===== config.mk =====
export PLATFORM = sky130hd
export DESIGN_NAME = eq_band_mixer_flat
export DESIGN_NICKNAME = d
export VERILOG_FILES = /design/src/rtl/eq_band_mixer_if.sv /design/src/rtl/eq_band_mixer.sv /design/src/flat_wrapper.sv
export SDC_FILE = /design/constraint.sdc
export NUM_CORES = 2
export LEC_CHECK = 0
export CORE_MARGIN = 2
export CORE_UTILIZATION = 57
export DETAILED_ROUTE_END_ITERATION = 10
export PLACE_DENSITY_LB_ADDON = 0.08
export SYNTH_ARGS = -nofsm -noshare
export SYNTH_HDL_FRONTEND = slang
export SYNTH_SLANG_ARGS = --single-unit
export TNS_END_PERCENT = 5

===== constraint.sdc =====
create_clock -name clk -period 17.97 [get_ports clk]
set_clock_uncertainty 0.15 [all_clocks]
set_input_delay 3.594 -clock clk [delete_from_list [all_inputs] [get_ports clk]]
set_output_delay 3.594 -clock clk [all_outputs]
set_load 0.01 [all_outputs]

===== src/rtl/eq_band_mixer_if.sv =====
// Band-data / mixed-audio bus for eq_band_mixer.
//
// Purpose: bundles the per-sample band handshake (band results, gains, mute)
// and the mixed audio result strobe into one port.
//
// Signals:
//   band_valid   one-cycle strobe, band data/gains/mute are valid
//   l_band_in    left per-band FIR results, NUM_BANDS x 48-bit signed, band 0 in LSBs
//   r_band_in    right per-band FIR results, NUM_BANDS x 48-bit signed
//   band_gain    per-band unsigned gain, NUM_BANDS x 8-bit, 128 = unity
//   mute         zero the resulting sample, strobe still issued
//   l_audio_out  left mixed sample, 24-bit signed
//   r_audio_out  right mixed sample, 24-bit signed
//   audio_valid  one-cycle strobe, both audio outputs updated
//
// Modports: master drives band data and reads audio, slave is the mixer side.

interface eq_band_mixer_if #(
   parameter int NUM_BANDS = 4
) ();

   logic                      band_valid;
   logic [48*NUM_BANDS-1:0]   l_band_in;
   logic [48*NUM_BANDS-1:0]   r_band_in;
   logic [8*NUM_BANDS-1:0]    band_gain;
   logic                      mute;
   logic [23:0]               l_audio_out;
   logic [23:0]               r_audio_out;
   logic                      audio_valid;

   modport master (
      output band_valid,
      output l_band_in,
      output r_band_in,
      output band_gain,
      output mute,
      input  l_audio_out,
      input  r_audio_out,
      input  audio_valid
   );

   modport slave (
      input  band_valid,
      input  l_band_in,
      input  r_band_in,
      input  band_gain,
      input  mute,
      output l_audio_out,
      output r_audio_out,
      output audio_valid
   );

endinterface


===== src/rtl/eq_band_mixer.sv =====
// Stereo equaliser band mixer.
//
// Purpose: captures NUM_BANDS per-band FIR results per channel together with
// per-band gains, accumulates band*gain one band per clock, then rounds,
// scales and saturates the sum to a 24-bit sample per channel.
//
// Ports:
//   clk          rising-edge clock
//   reset_n      asynchronous active-low reset
//   audio_en     synchronous enable; low aborts any sample and zeroes outputs
//   overrun_clr  synchronous clear of the sticky overrun flag
//   overrun      sticky, a band_valid arrived while a sample was in progress
//   bus          eq_band_mixer_if slave: band data in, mixed audio out
//
// Latency: audio_valid strobes NUM_BANDS+2 clocks after the accepted band_valid.

module eq_band_mixer #(
   parameter int NUM_BANDS      = 4,
   parameter int COEF_FRAC_BITS = 15
) (
   input  logic               clk,
   input  logic               reset_n,
   input  logic               audio_en,
   input  logic               overrun_clr,
   output logic               overrun,
   eq_band_mixer_if.slave     bus
);

   localparam int CNT_W = (NUM_BANDS > 1) ? $clog2(NUM_BANDS) : 1;
   localparam logic [CNT_W-1:0] LAST_BAND = CNT_W'(NUM_BANDS - 1);

   // Rounding bias is half an output LSB: gain unity is 2^7, so the output
   // LSB sits at bit COEF_FRAC_BITS+7 of the accumulator.
   localparam logic signed [59:0] RND_BIAS = 60'sd1 <<< (COEF_FRAC_BITS + 6);
   localparam logic signed [59:0] SAT_MAX  = 60'sd8388607;
   localparam logic signed [59:0] SAT_MIN  = -60'sd8388608;

   typedef enum logic [1:0] {
      IDLE   = 2'd0,
      ACCUM  = 2'd1,
      OUTPUT = 2'd2
   } state_t;

   state_t state_q, state_d;

   logic                      capture;
   logic                      accum_en;
   logic                      out_en;
   logic                      drop;

   logic [48*NUM_BANDS-1:0]   l_cap;
   logic [48*NUM_BANDS-1:0]   r_cap;
   logic [8*NUM_BANDS-1:0]    gain_cap;
   logic                      mute_cap;
   logic [CNT_W-1:0]          band_cnt;
   logic signed [59:0]        l_acc;
   logic signed [59:0]        r_acc;

   logic signed [47:0]        l_head;
   logic signed [47:0]        r_head;
   logic signed [8:0]         g_head;
   logic signed [59:0]        l_term;
   logic signed [59:0]        r_term;

   logic [23:0]               l_out_q;
   logic [23:0]               r_out_q;
   logic                      valid_q;

   // Round half toward +inf, arithmetic shift down to the output scale, then
   // clamp into the 24-bit signed range.
   function automatic logic [23:0] round_sat(input logic signed [59:0] acc);
      logic signed [59:0] biased;
      logic signed [59:0] shifted;
      biased  = acc + RND_BIAS;
      shifted = biased >>> (COEF_FRAC_BITS + 7);
      if (shifted > SAT_MAX) begin
         return 24'h7FFFFF;
      end else if (shifted < SAT_MIN) begin
         return 24'h800000;
      end else begin
         return shifted[23:0];
      end
   endfunction

   // The captured vectors are shifted down one band per ACCUM cycle, so the
   // band being processed is always in the lowest slice.
   assign l_head = l_cap[47:0];
   assign r_head = r_cap[47:0];
   assign g_head = {1'b0, gain_cap[7:0]};
   assign l_term = 60'(l_head) * 60'(g_head);
   assign r_term = 60'(r_head) * 60'(g_head);

   // State register.
   always_ff @(posedge clk or negedge reset_n) begin
      if (!reset_n) begin
         state_q <= IDLE;
      end else begin
         state_q <= state_d;
      end
   end

   // Next-state and control decode. A band_valid is accepted only in IDLE;
   // in ACCUM or OUTPUT it is dropped and flagged. audio_en low overrides all.
   always_comb begin
      state_d  = state_q;
      capture  = 1'b0;
      accum_en = 1'b0;
      out_en   = 1'b0;
      drop     = 1'b0;
      if (!audio_en) begin
         state_d = IDLE;
      end else begin
         case (state_q)
            IDLE: begin
               if (bus.band_valid) begin
                  capture = 1'b1;
                  state_d = ACCUM;
               end
            end
            ACCUM: begin
               accum_en = 1'b1;
               drop     = bus.band_valid;
               if (band_cnt == LAST_BAND) begin
                  state_d = OUTPUT;
               end
            end
            OUTPUT: begin
               out_en  = 1'b1;
               drop    = bus.band_valid;
               state_d = IDLE;
            end
            default: begin
               state_d = IDLE;
            end
         endcase
      end
   end

   // Capture, per-band multiply-accumulate and output registering.
   always_ff @(posedge clk or negedge reset_n) begin
      if (!reset_n) begin
         l_cap    <= '0;
         r_cap    <= '0;
         gain_cap <= '0;
         mute_cap <= 1'b0;
         band_cnt <= '0;
         l_acc    <= '0;
         r_acc    <= '0;
         l_out_q  <= '0;
         r_out_q  <= '0;
         valid_q  <= 1'b0;
      end else if (!audio_en) begin
         l_cap    <= '0;
         r_cap    <= '0;
         gain_cap <= '0;
         mute_cap <= 1'b0;
         band_cnt <= '0;
         l_acc    <= '0;
         r_acc    <= '0;
         l_out_q  <= '0;
         r_out_q  <= '0;
         valid_q  <= 1'b0;
      end else begin
         valid_q <= 1'b0;
         if (capture) begin
            l_cap    <= bus.l_band_in;
            r_cap    <= bus.r_band_in;
            gain_cap <= bus.band_gain;
            mute_cap <= bus.mute;
            band_cnt <= '0;
            l_acc    <= '0;
            r_acc    <= '0;
         end
         if (accum_en) begin
            l_acc    <= l_acc + l_term;
            r_acc    <= r_acc + r_term;
            l_cap    <= l_cap >> 48;
            r_cap    <= r_cap >> 48;
            gain_cap <= gain_cap >> 8;
            band_cnt <= band_cnt + 1'b1;
         end
         if (out_en) begin
            l_out_q <= mute_cap ? 24'h000000 : round_sat(l_acc);
            r_out_q <= mute_cap ? 24'h000000 : round_sat(r_acc);
            valid_q <= 1'b1;
         end
      end
   end

   // Sticky overrun; a new drop wins over a same-cycle clear.
   always_ff @(posedge clk or negedge reset_n) begin
      if (!reset_n) begin
         overrun <= 1'b0;
      end else if (drop) begin
         overrun <= 1'b1;
      end else if (overrun_clr) begin
         overrun <= 1'b0;
      end
   end

   assign bus.l_audio_out = l_out_q;
   assign bus.r_audio_out = r_out_q;
   assign bus.audio_valid = valid_q;

endmodule


===== src/flat_wrapper.sv =====
// flat-port wrapper written by rule: the top's interface ports become plain ports
module eq_band_mixer_flat 
#(
   parameter int NUM_BANDS      = 4,
   parameter int COEF_FRAC_BITS = 15
)
  (clk, reset_n, audio_en, overrun_clr, overrun, bus_band_valid, bus_l_band_in, bus_r_band_in, bus_band_gain, bus_mute, bus_l_audio_out, bus_r_audio_out, bus_audio_valid);
  eq_band_mixer_if #(.NUM_BANDS(NUM_BANDS)) bus_i ();
  input  logic clk;
  input  logic reset_n;
  input  logic audio_en;
  input  logic overrun_clr;
  output logic overrun;
  input wire logic [$bits(bus_i.band_valid)-1:0] bus_band_valid;
  input wire logic [$bits(bus_i.l_band_in)-1:0] bus_l_band_in;
  input wire logic [$bits(bus_i.r_band_in)-1:0] bus_r_band_in;
  input wire logic [$bits(bus_i.band_gain)-1:0] bus_band_gain;
  input wire logic [$bits(bus_i.mute)-1:0] bus_mute;
  output wire logic [$bits(bus_i.l_audio_out)-1:0] bus_l_audio_out;
  output wire logic [$bits(bus_i.r_audio_out)-1:0] bus_r_audio_out;
  output wire logic [$bits(bus_i.audio_valid)-1:0] bus_audio_valid;
  assign bus_i.band_valid = bus_band_valid;
  assign bus_i.l_band_in = bus_l_band_in;
  assign bus_i.r_band_in = bus_r_band_in;
  assign bus_i.band_gain = bus_band_gain;
  assign bus_i.mute = bus_mute;
  assign bus_l_audio_out = bus_i.l_audio_out;
  assign bus_r_audio_out = bus_i.r_audio_out;
  assign bus_audio_valid = bus_i.audio_valid;
  eq_band_mixer #(.NUM_BANDS(NUM_BANDS), .COEF_FRAC_BITS(COEF_FRAC_BITS)) u_core (.clk(clk), .reset_n(reset_n), .audio_en(audio_en), .overrun_clr(overrun_clr), .overrun(overrun), .bus(bus_i));
endmodule

==> metrics.md <==
| Metric | Value |
|---|---|
| Hold wc startpoint | u_core.bus.l_audio_out[23] |
| FF-to-FF setup slack | 8.22 ns |
| Worst EP arrival | 10.13 ns |
| Post-DP HPWL | 124300 µm |
| Max cap viols | 0 |
| Post-Syn Instances | 6491 |
| Mapped Area | 59600 µm² |
| # rows | 118 |
| PnR Total Power | 9310 µW |
| Setup repair bufs after CTS | 0 |
| Crit path required time | 18.35 ns |
| Largest net degree at the start of global routing | 254 |
| Per-cell routed wire length | 19.90 µm |
| R2R Path Start | u_core.gain_cap[0] |
| Setup TNS | 0 ns |
| Ys flop type | dfrtp_1 |
| I/O pin cnt | 472 |
| CTS Root Cell | clkbuf_16 |
| CTS tree | built |
| Die H | 327.4 µm |
| Met2 GRT Util | 0.4617 |
| Initial antenna violation count | 33 |
| Worst Path Max Fanout | 57 |
| Unrepaired setup endpoints after global routing | no |
| Fill cells | 8773 |
| Hold Vio Cnt, Final | 0 |
| Fmax | 0.1026 GHz |
| Cell family with most CP delay | compound AO/OA/AOI/OAI gates |
| Routed via count | 46920 |
| Top cell type by total area after synthesis | dfrtp_1 |
| Reg clk slew, reported paths | 0.06 ns |
| Via density | 5.742 |
| CTS buffer count | 70 |
| GRT met3 Usage | 0.05801 |
| Yosys top cell area share | 0.2481 |
| Antenna viol nets, final | 0 |
| Routed Wire Length | 162700 µm |
| Max incr delay on CP | 0.92 ns |
| First-pass GRT wire length | 262700 µm |
| Setup violators final | 0 |
| Met1 GRT Util | 0.4556 |
| Buffer levels on the longest clock path | 3 |
| Comb power frac | 0.613 |
| CORE AREA | 103600 µm² |
| Crit. End Element | flip-flop |
| # H-tree levels | 3 |
| Sw frac | 0.4870 |
| Buf/Inv on CP | 4 |
| Int Pwr | 4776 µW |
| Die ar. | 107200 µm² |
| Total gr overflow | 0 |
| Sequential share of the synthesized area | 0.2481 |
| Pwr Density | 138.1 nW/µm² |
| Drt initial violations | 3859 |
| Peak VDD IR | 0.09121 mV |
| Total track usage | 0.3054 |
| Synth area leaders | dfrtp_1 25%, fa_1 20%, ha_1 7.5%, a22o_1 6.2%, mux2i_1 5.3% |
| Cts hold-fix bufs | 0 |
| Port Buffers | 471 |
| Leak | 0.03378 µW |
| CP startpoint kind | flip-flop |
| Layout area overhead | 13.13% |
| Min-delay worst type | flip-flop to flip-flop |
| Clock power frac | 0.156 |
| Min Tclk post-route | 9.749 ns |
| Initial Utilization | 0.5751 |
| Hold endpoint | u_core.bus.l_audio_out[23] |
| Busiest layer in global routing | met2 |
| Synth warnings | 0 |
| Reg-to-Reg End | u_core.l_acc[58] |
| Die width | 327.4 µm |
| Register bit total from synthesis | 591 |
| Period utilization | 0.5425 |
| Synth cell types | 81 |
| Slowest CP cell | dfrtp_2 |
| Status | completed |
| Final net count | 8092 |
| DR pass1 iterations | 6 |
| GPL Wtd Cong | 0.9340 |
| Mapped Nets | 7860 |
| Reg2reg path depth | 32 |
| Post-synth EDFFs | 0 |
| Hold path depth | 2 |
| Share of cells above drive strength 1 | 0.03172 |
| Asr flop ratio synth | 1.000 |
| Vias in the first global route | 47510 |
| Transition time of the tightest slew-check pin | 1.204 ns |
| Drt drc | 0 |
| Kind of critical path | flip-flop to flip-flop |
| Synth Area per Inst | 9.182 µm² |
| Slew headroom | 0.1972 |
| Count leader, synth | inv_1 |
| Post-CTS sizing | 0 |
| Top cells by count, synth | 804 x inv_1, 612 x nand2_1, 591 x dfrtp_1 |
| Sequential share of power | 0.231 |
| Final Max Slew Viols | 0 |
| # clock sinks | 591 |
| Net Sw Power | 4534 µW |
| Clock Latency Late Sink | 0.65 ns |
[power by group through the flow]
stage	clock network, µW	logic (µW)	registers (µW)
finish	1460	5710	2150
global route	1540	6370	2200
CTS	1490	5660	2130
detailed placement	0	5640	2150
global placement	0	5520	2140
floorplan	0	4280	1920
[cell type report]
type                       instances  area (µm²)  share of cell area
clock buffer                     103        2087             0.03095
multi-input combinational       4750       40490              0.6004
sequential                       591       14800              0.2195
clock inverter                    23       249.0            0.003693
timing repair buffer             506        5025             0.07452
inverter                         804        3018             0.04476
antenna                           15       37.54           0.0005567
tap                             1380        1727             0.02561
[layer usage]
metal  wire length (µm)  vias to the layer above
met5                208                        -
met4               3321                       30
met3              11800                      219
met2              71820                     1484
met1              75510                    23080
li1                   -                    22110
[layout by cell type, fill, tap and decap left out, drive strengths merged, types with 11 or more instances in the layout]
cell type / netlist / layout
nand4: 53 / 53
xor2: 114 / 114
xnor2: 152 / 152
nand2b: 33 / 33
ha: 357 / 357
nor2: 437 / 437
nor4: 11 / 11
buf: 35 / 37
nand2: 613 / 613
a31oi: 33 / 33
o21bai: 44 / 44
a22o: 425 / 425
clkbuf: 311 / 103
a21o: 139 / 139
nor2b: 30 / 30
o21ai: 239 / 239
nand3: 84 / 84
and2: 496 / 496
nor3: 46 / 46
a21oi: 251 / 251
inv: 804 / 810
clkinv: 0 / 14
clkdlybuf4s50: 0 / 469
o31ai: 18 / 18
mux2i: 317 / 317
a211oi: 23 / 23
and3: 48 / 48
diode: 0 / 15
o21a: 20 / 20
fa: 590 / 590
dfrtp: 591 / 591
o211ai: 57 / 57
and4: 13 / 13
[worst max path at each step]
stage	startpoint	to	slack, ns	cells past startpoint
floorplan	u_core.gain_cap[0]	u_core.r_acc[54]	9.97	37
global placement	u_core.gain_cap[3]	u_core.r_acc[59]	8.65	34
detailed placement	u_core.gain_cap[1]	u_core.l_acc[58]	8.32	32
CTS	u_core.gain_cap[1]	u_core.l_acc[58]	8.31	32
global route	u_core.gain_cap[1]	u_core.l_acc[54]	7.64	32
finish	u_core.gain_cap[0]	u_core.l_acc[58]	8.22	32
[through the flow]
| stage | util | hold WS (ns) | setup slack [ns] | cells | instance area, µm² |
|---|---|---|---|---|---|
| after floorplan | - | 0.3051 | 9.966 | 6491 | 59600 |
| after global placement | 0.6277 | 0.3196 | 8.647 | 8031 | 65060 |
| after detailed placement | 0.6277 | 0.3229 | 8.316 | 8031 | 65060 |
| after CTS | 0.6502 | 0.3357 | 8.312 | 8157 | 67390 |
| after global routing | 0.6506 | 0.3629 | 7.637 | 8171 | 67430 |
| final | 0.6506 | 0.3244 | 8.221 | 8172 | 67430 |
[logic make-up after synthesis]
logic type | after synthesis | synth area share
xor+xnor | 266 | 0.03909
mux | 318 | 0.05343
compound gates | 1319 | 0.1583
flops | 591 | 0.2481
buf+inv | 1150 | 0.07341
simple gates | 1900 | 0.1545
fa+ha+maj | 947 | 0.2731
[state kept, by name (all words and copies together), names as in the netlist, 2 cells and up]
| signal | count |
|---|---|
| u_core.l_cap | 192 |
| u_core.bus.l_audio_out | 24 |
| u_core.band_cnt | 2 |
| u_core.r_acc | 60 |
| u_core.state_q | 2 |
| u_core.r_cap | 192 |
| u_core.gain_cap | 32 |
| u_core.l_acc | 60 |
| u_core.bus.r_audio_out | 24 |
[worst register-to-register path, delay by kind of cell, from the launching register on]
kind	cells	cell delay (ns)
fa+ha+maj	6	2.88
simple gates	6	0.93
mux	1	0.28
buf+inv	4	0.89
flops	1	0.92
compound gates	14	3.47
xor+xnor	1	0.13
No activity file was read; power rests on OpenSTA's default activity.
